## config.mk

```make
export PLATFORM = sky130hd
export DESIGN_NAME = sensor_poll_scheduler
export DESIGN_NICKNAME = d
export VERILOG_FILES = /design/src/rtl/sensor_poll_scheduler.sv
export SDC_FILE = /design/constraint.sdc
export NUM_CORES = 1
export LEC_CHECK = 0
export CAP_MARGIN = 20
export CORE_ASPECT_RATIO = 1.1
export CORE_UTILIZATION = 52
export DETAILED_ROUTE_END_ITERATION = 10
export MAX_ROUTING_LAYER = met4
export PLACE_DENSITY = 0.8
export SYNTH_ARGS = -nofsm -noshare
export SYNTH_HDL_FRONTEND = slang
export SYNTH_SLANG_ARGS = --single-unit
```

## constraint.sdc

```tcl
create_clock -name clk -period 4.3 [get_ports clk]
set_clock_uncertainty 0.1 [all_clocks]
set_input_delay 0.86 -clock clk [delete_from_list [all_inputs] [get_ports clk]]
set_output_delay 0.86 -clock clk [all_outputs]
set_load 0.1 [all_outputs]
```

## src/rtl/sensor_poll_scheduler.sv

```systemverilog
// Round-robin poller for four Arduino sensor channels: selects a channel, waits out
// a guard period, collects one ASCII frame and commits it or flags the channel.
module sensor_poll_scheduler #(
    parameter int FRA         = 5,
    parameter int GUARD_CYC   = 1000,
    parameter int TIMEOUT_CYC = 5000000
) (
    input  logic        clk,
    input  logic        rst,
    input  logic        en,
    input  logic [7:0]  din,
    input  logic        dout_vld,
    output logic [1:0]  add,
    output logic [39:0] temp,
    output logic [39:0] humi,
    output logic [39:0] pres,
    output logic [39:0] forc,
    output logic [3:0]  upd,
    output logic [3:0]  err,
    output logic        busy
);

    localparam int CNT_W   = $clog2(FRA + 1);
    localparam int GUARD_W = $clog2(GUARD_CYC + 1);
    localparam int TIMER_W = $clog2(TIMEOUT_CYC + 1);

    localparam logic [CNT_W-1:0]   CNT_LAST   = CNT_W'(FRA - 1);
    localparam logic [GUARD_W-1:0] GUARD_LAST = GUARD_W'(GUARD_CYC - 1);
    localparam logic [TIMER_W-1:0] TIMER_LAST = TIMER_W'(TIMEOUT_CYC - 1);

    typedef enum logic [2:0] {
        IDLE,
        SETTLE,
        RECV,
        COMMIT,
        NEXT
    } state_t;

    state_t             state;
    logic [CNT_W-1:0]   cnt;
    logic [GUARD_W-1:0] guard;
    logic [TIMER_W-1:0] timer;
    logic [39:0]        cache;
    logic               bad;
    logic               char_ok;
    logic               frame_done;

    // Frames carry decimal numbers only: digits and the decimal point.
    assign char_ok    = ((din >= 8'h30) && (din <= 8'h39)) || (din == 8'h2E);
    assign frame_done = dout_vld && (cnt == CNT_LAST);

    always_ff @(posedge clk) begin
        if (rst) begin
            state <= IDLE;
            add   <= '0;
            cnt   <= '0;
            guard <= '0;
            timer <= '0;
            cache <= '0;
            bad   <= 1'b0;
            temp  <= '0;
            humi  <= '0;
            pres  <= '0;
            forc  <= '0;
            upd   <= '0;
            err   <= '0;
            busy  <= 1'b0;
        end else begin
            upd <= '0;
            case (state)
                IDLE: begin
                    if (en) begin
                        state <= SETTLE;
                        guard <= '0;
                        busy  <= 1'b1;
                    end
                end
                SETTLE: begin
                    if (guard == GUARD_LAST) begin
                        state <= RECV;
                        cnt   <= '0;
                        timer <= '0;
                        bad   <= 1'b0;
                    end else begin
                        guard <= guard + 1'b1;
                    end
                end
                RECV: begin
                    if (dout_vld) begin
                        cache[8*(FRA-1-int'(cnt)) +: 8] <= din;
                        cnt <= cnt + 1'b1;
                        bad <= bad | ~char_ok;
                    end
                    // A completing strobe outranks a timeout landing on the same cycle.
                    if (frame_done) begin
                        if (bad || !char_ok) begin
                            err[add] <= 1'b1;
                            state    <= NEXT;
                        end else begin
                            state <= COMMIT;
                        end
                    end else if (timer == TIMER_LAST) begin
                        err[add] <= 1'b1;
                        cache    <= '0;
                        state    <= NEXT;
                    end else begin
                        timer <= timer + 1'b1;
                    end
                end
                COMMIT: begin
                    case (add)
                        2'd0:    temp <= cache;
                        2'd1:    humi <= cache;
                        2'd2:    pres <= cache;
                        default: forc <= cache;
                    endcase
                    upd[add] <= 1'b1;
                    err[add] <= 1'b0;
                    state    <= NEXT;
                end
                NEXT: begin
                    add   <= add + 1'b1;
                    guard <= '0;
                    if (en) begin
                        state <= SETTLE;
                    end else begin
                        state <= IDLE;
                        busy  <= 1'b0;
                    end
                end
                default: begin
                    state <= IDLE;
                    busy  <= 1'b0;
                end
            endcase
        end
    end

endmodule

```

==> impl_metrics.yaml <==
synthesis:
  synth.most_common_cell: "nand2_1"
  yosys-top-cells-count: "nand2_1, dfxtp_1, a21oi_1"
  yosys_warnings: 0
  synthFlopType: "dfxtp_1"
  synthArstFlopShare_pct: 0
  synth_edf_count: 0
  synth.area.top_cells: "dfxtp_1, nand2_1, a21oi_1"
  synthDistinctLibCells: 57
  yosysTopAreaCellShare_pct: 52.98
  yosysTopAreaCell: "dfxtp_1"
  synthCells: 1157
  syn_area_per_cell_um2: 8.197
  yosysSeqAreaShare_pct: 52.98
  netlist_area_mm2: 0.009484
  syn_nets: 1183
  ys_ff_latch: 251
sta:
  rsz0062_at_grt: "no"
  slew_headroom_pct: 29.82
  hold_viol_final: 0
  drv_slew: 0
  finalSetupViolCount: 0
  finalCriticalPeriod_ns: 3.925
  period_share_pct: 91.28
  fmax_ghz: 0.2548
  tns_ns: 0
  worst_pin_slew_ns: 1.049
placement:
  dpl-instance-area_mm2: 0.01138
  dpl.hpwl_um: 16540
  gp_congestion: 0.9041
  port_buffers: 182
finish:
  nFillCells: 1398
  final_util_pct: 69.19
  nets: 1328
  drive_gt1_share_pct: 4.470
  synthToLayoutAreaGrowth_pct: 29.88
  final_cell_area_mm2: 0.01232
worst_setup_path:
  r2r_cells: 12
  cp.arrival_ns: 4.22
  crit_start: "cnt[0]"
  reg2reg_from: "cnt[0]"
  critical_path.max_fanout: 9
  critPathLaunchType: "flop"
  critPathKind: "reg -> reg"
  cp-end-kind: "flop"
  rr_endpoint: "cache[8]"
  reg2reg_slack_ns: 0.37
  critPathRequiredTime_ns: 4.60
drt:
  wl_um: 25410
  drtIter0Drc: 629
  vias: 8536
  avgViaCountPerCell: 5.475
  route.antenna.remaining_nets: 0
  drt-pass1-iter-count: 5
  drc: 0
  route.detailed.wl_per_inst_um: 16.30
min_path:
  whs_path_depth: 2
  hp-start: "temp[5]"
  min_path_type: "reg -> reg"
  hold_end: "temp[5]"
floorplanning:
  num_io_pins: 183
  core_mm2: 0.01780
  initial_utilization_pct: 53.27
  dieHeight_um: 143.6
  num_rows: 51
  die_area_mm2: 0.01878
  die_w_um: 130.8
global_route:
  grt_max_degree: 135
  met1_usage_pct: 35.18
  met2_usage_pct: 45.59
  grt_first_pass_wirelength_um: 39750
  top_usage_layer: "met2"
  met3_usage_pct: 3.500
  grt_use_total_pct: 27.77
  grt_pass1_vias: 7662
  grt_antenna_before_repair: 1
  overflow: 0
clocking:
  cts_sinks: 251
  clock_latency_ns: 0.51
  path_clk_slew_ns: 0.06
  htree_levels: 1
  cts_hold_buf: 0
  clockBufferDepth: 3
  ctsRootBufferMaster: "clkbuf_16"
  post_cts_buffers: 0
  cts_tree: "done"
  cts_buffers: 25
power:
  leakagePower_uw: 0.004169
  p_seq_share_pct: 47.8
  combPwrFrac_pct: 2.0
  swShare_pct: 19.90
  internal-power_uw: 3911
  clockPowerShare_pct: 50.3
  power.switching_uw: 971.8
  worst_ir_drop_vdd_v: 0.0003084
  powerDensity_mw_per_mm2: 396.4
flow_run:
  cap_violations: 0
outcome:
  outcome: "finished clean"
==> power groups by stage <==
stage	Sequential [uW]	Clock, uW	Combinational (uW)
final	2330	2450	96.5
after global routing	2330	2570	105
after CTS	2330	2470	95.3
after detailed placement	2380	0	94.9
after global placement	2380	0	94.0
after floorplan	2390	0	62.4
==> cell usage in the layout (no fill, tap or decap), drive strengths merged, types with 8 or more instances in the layout <==
cell           instances
nand2                369
clkdlybuf4s50        181
a22o                   8
clkbuf                34
buf                    9
o2bb2ai               16
o21ai                 37
xor2                  27
nand2b                13
ha                    14
nand3                 14
inv                   17
nor2                  55
a21oi                172
nor3                   8
nand4                 12
dfxtp                251
==> metal layers <==
metal  up-vias  wire, um
met3        54      1560
met4         0       633
met5         -         0
li1       4136         -
met2       298     12470
met1      4048     10740
==> cells by family after synthesis <==
kind of cell | after synthesis | synth area share, %
multiplexers | 2 | 0.2111
buffers and inverters | 89 | 3.720
AO/OA/AOI/OAI | 251 | 14.83
adder cells (fa/ha/maj) | 14 | 1.847
XOR/XNOR | 33 | 3.048
flip-flops | 251 | 52.98
AND/OR/NAND/NOR | 517 | 23.36
==> worst max-delay path, stage by stage (launching register included) <==
cell      delay [ns]
dfxtp_2         0.42
inv_1           0.11
ha_1            0.25
ha_1            0.33
or3_1           0.39
nand2b_1        0.16
ha_1            0.31
nor4bb_1        0.30
a22oi_1         0.20
or2_2           0.35
o41ai_1         0.30
a21oi_1         0.25
a22o_1          0.32
==> flip-flops by register name (all words and copies together) (netlist names), 2 cells and up, named ones only <==
register,flops
add,2
cache,40
cnt,3
forc,40
guard,10
humi,40
pres,40
state,3
temp,40
timer,23
upd,4
==> stage by stage <==
step | instances | setup slack (ns) | total power [uW] | hold slack (ns)
2_1_floorplan | 1157 | 0.6100 | 2451 | 0.3376
4_1_cts | 1558 | 0.2984 | 4898 | 0.3547
3_5_place_dp | 1513 | 0.3325 | 2479 | 0.3458
6_report | 1559 | 0.3750 | 4883 | 0.3513
3_3_place_gp | 1513 | 0.4185 | 2478 | 0.3410
5_1_grt | 1559 | 0.09016 | 5010 | 0.3742
==> how the worst max path moves through the flow <==
stage | endpoint | slack [ns] | depth (start not counted)
floorplan | cache[10] | 0.61 | 13
global placement | cache[8] | 0.42 | 12
detailed placement | cache[8] | 0.33 | 12
CTS | cache[8] | 0.30 | 12
global route | cache[8] | 0.09 | 12
finish | cache[8] | 0.37 | 12
==> what timing repair did <==
| action | in CTS | in global routing |
|---|---|---|
| setup endpoints to repair | 0 | 8 |
| endpoints found under the hold margin | 0 | 0 |
| gates resized for setup | 0 | 1 |
==> area by class of cell <==
class | instances | area (um^2) | area share [%]
Clock buffer | 34 | 699.4 | 5.678
Sequential cell | 251 | 5026 | 40.80
Inverter | 17 | 63.81 | 0.5180
Timing Repair Buffer | 190 | 1883 | 15.29
Tap cell | 238 | 297.8 | 2.417
Multi-Input combinational cell | 817 | 4110 | 33.37
Clock inverter | 11 | 235.2 | 1.910
Antenna cell | 1 | 2.502 | 0.02031
(Power assumes the default switching activity.)
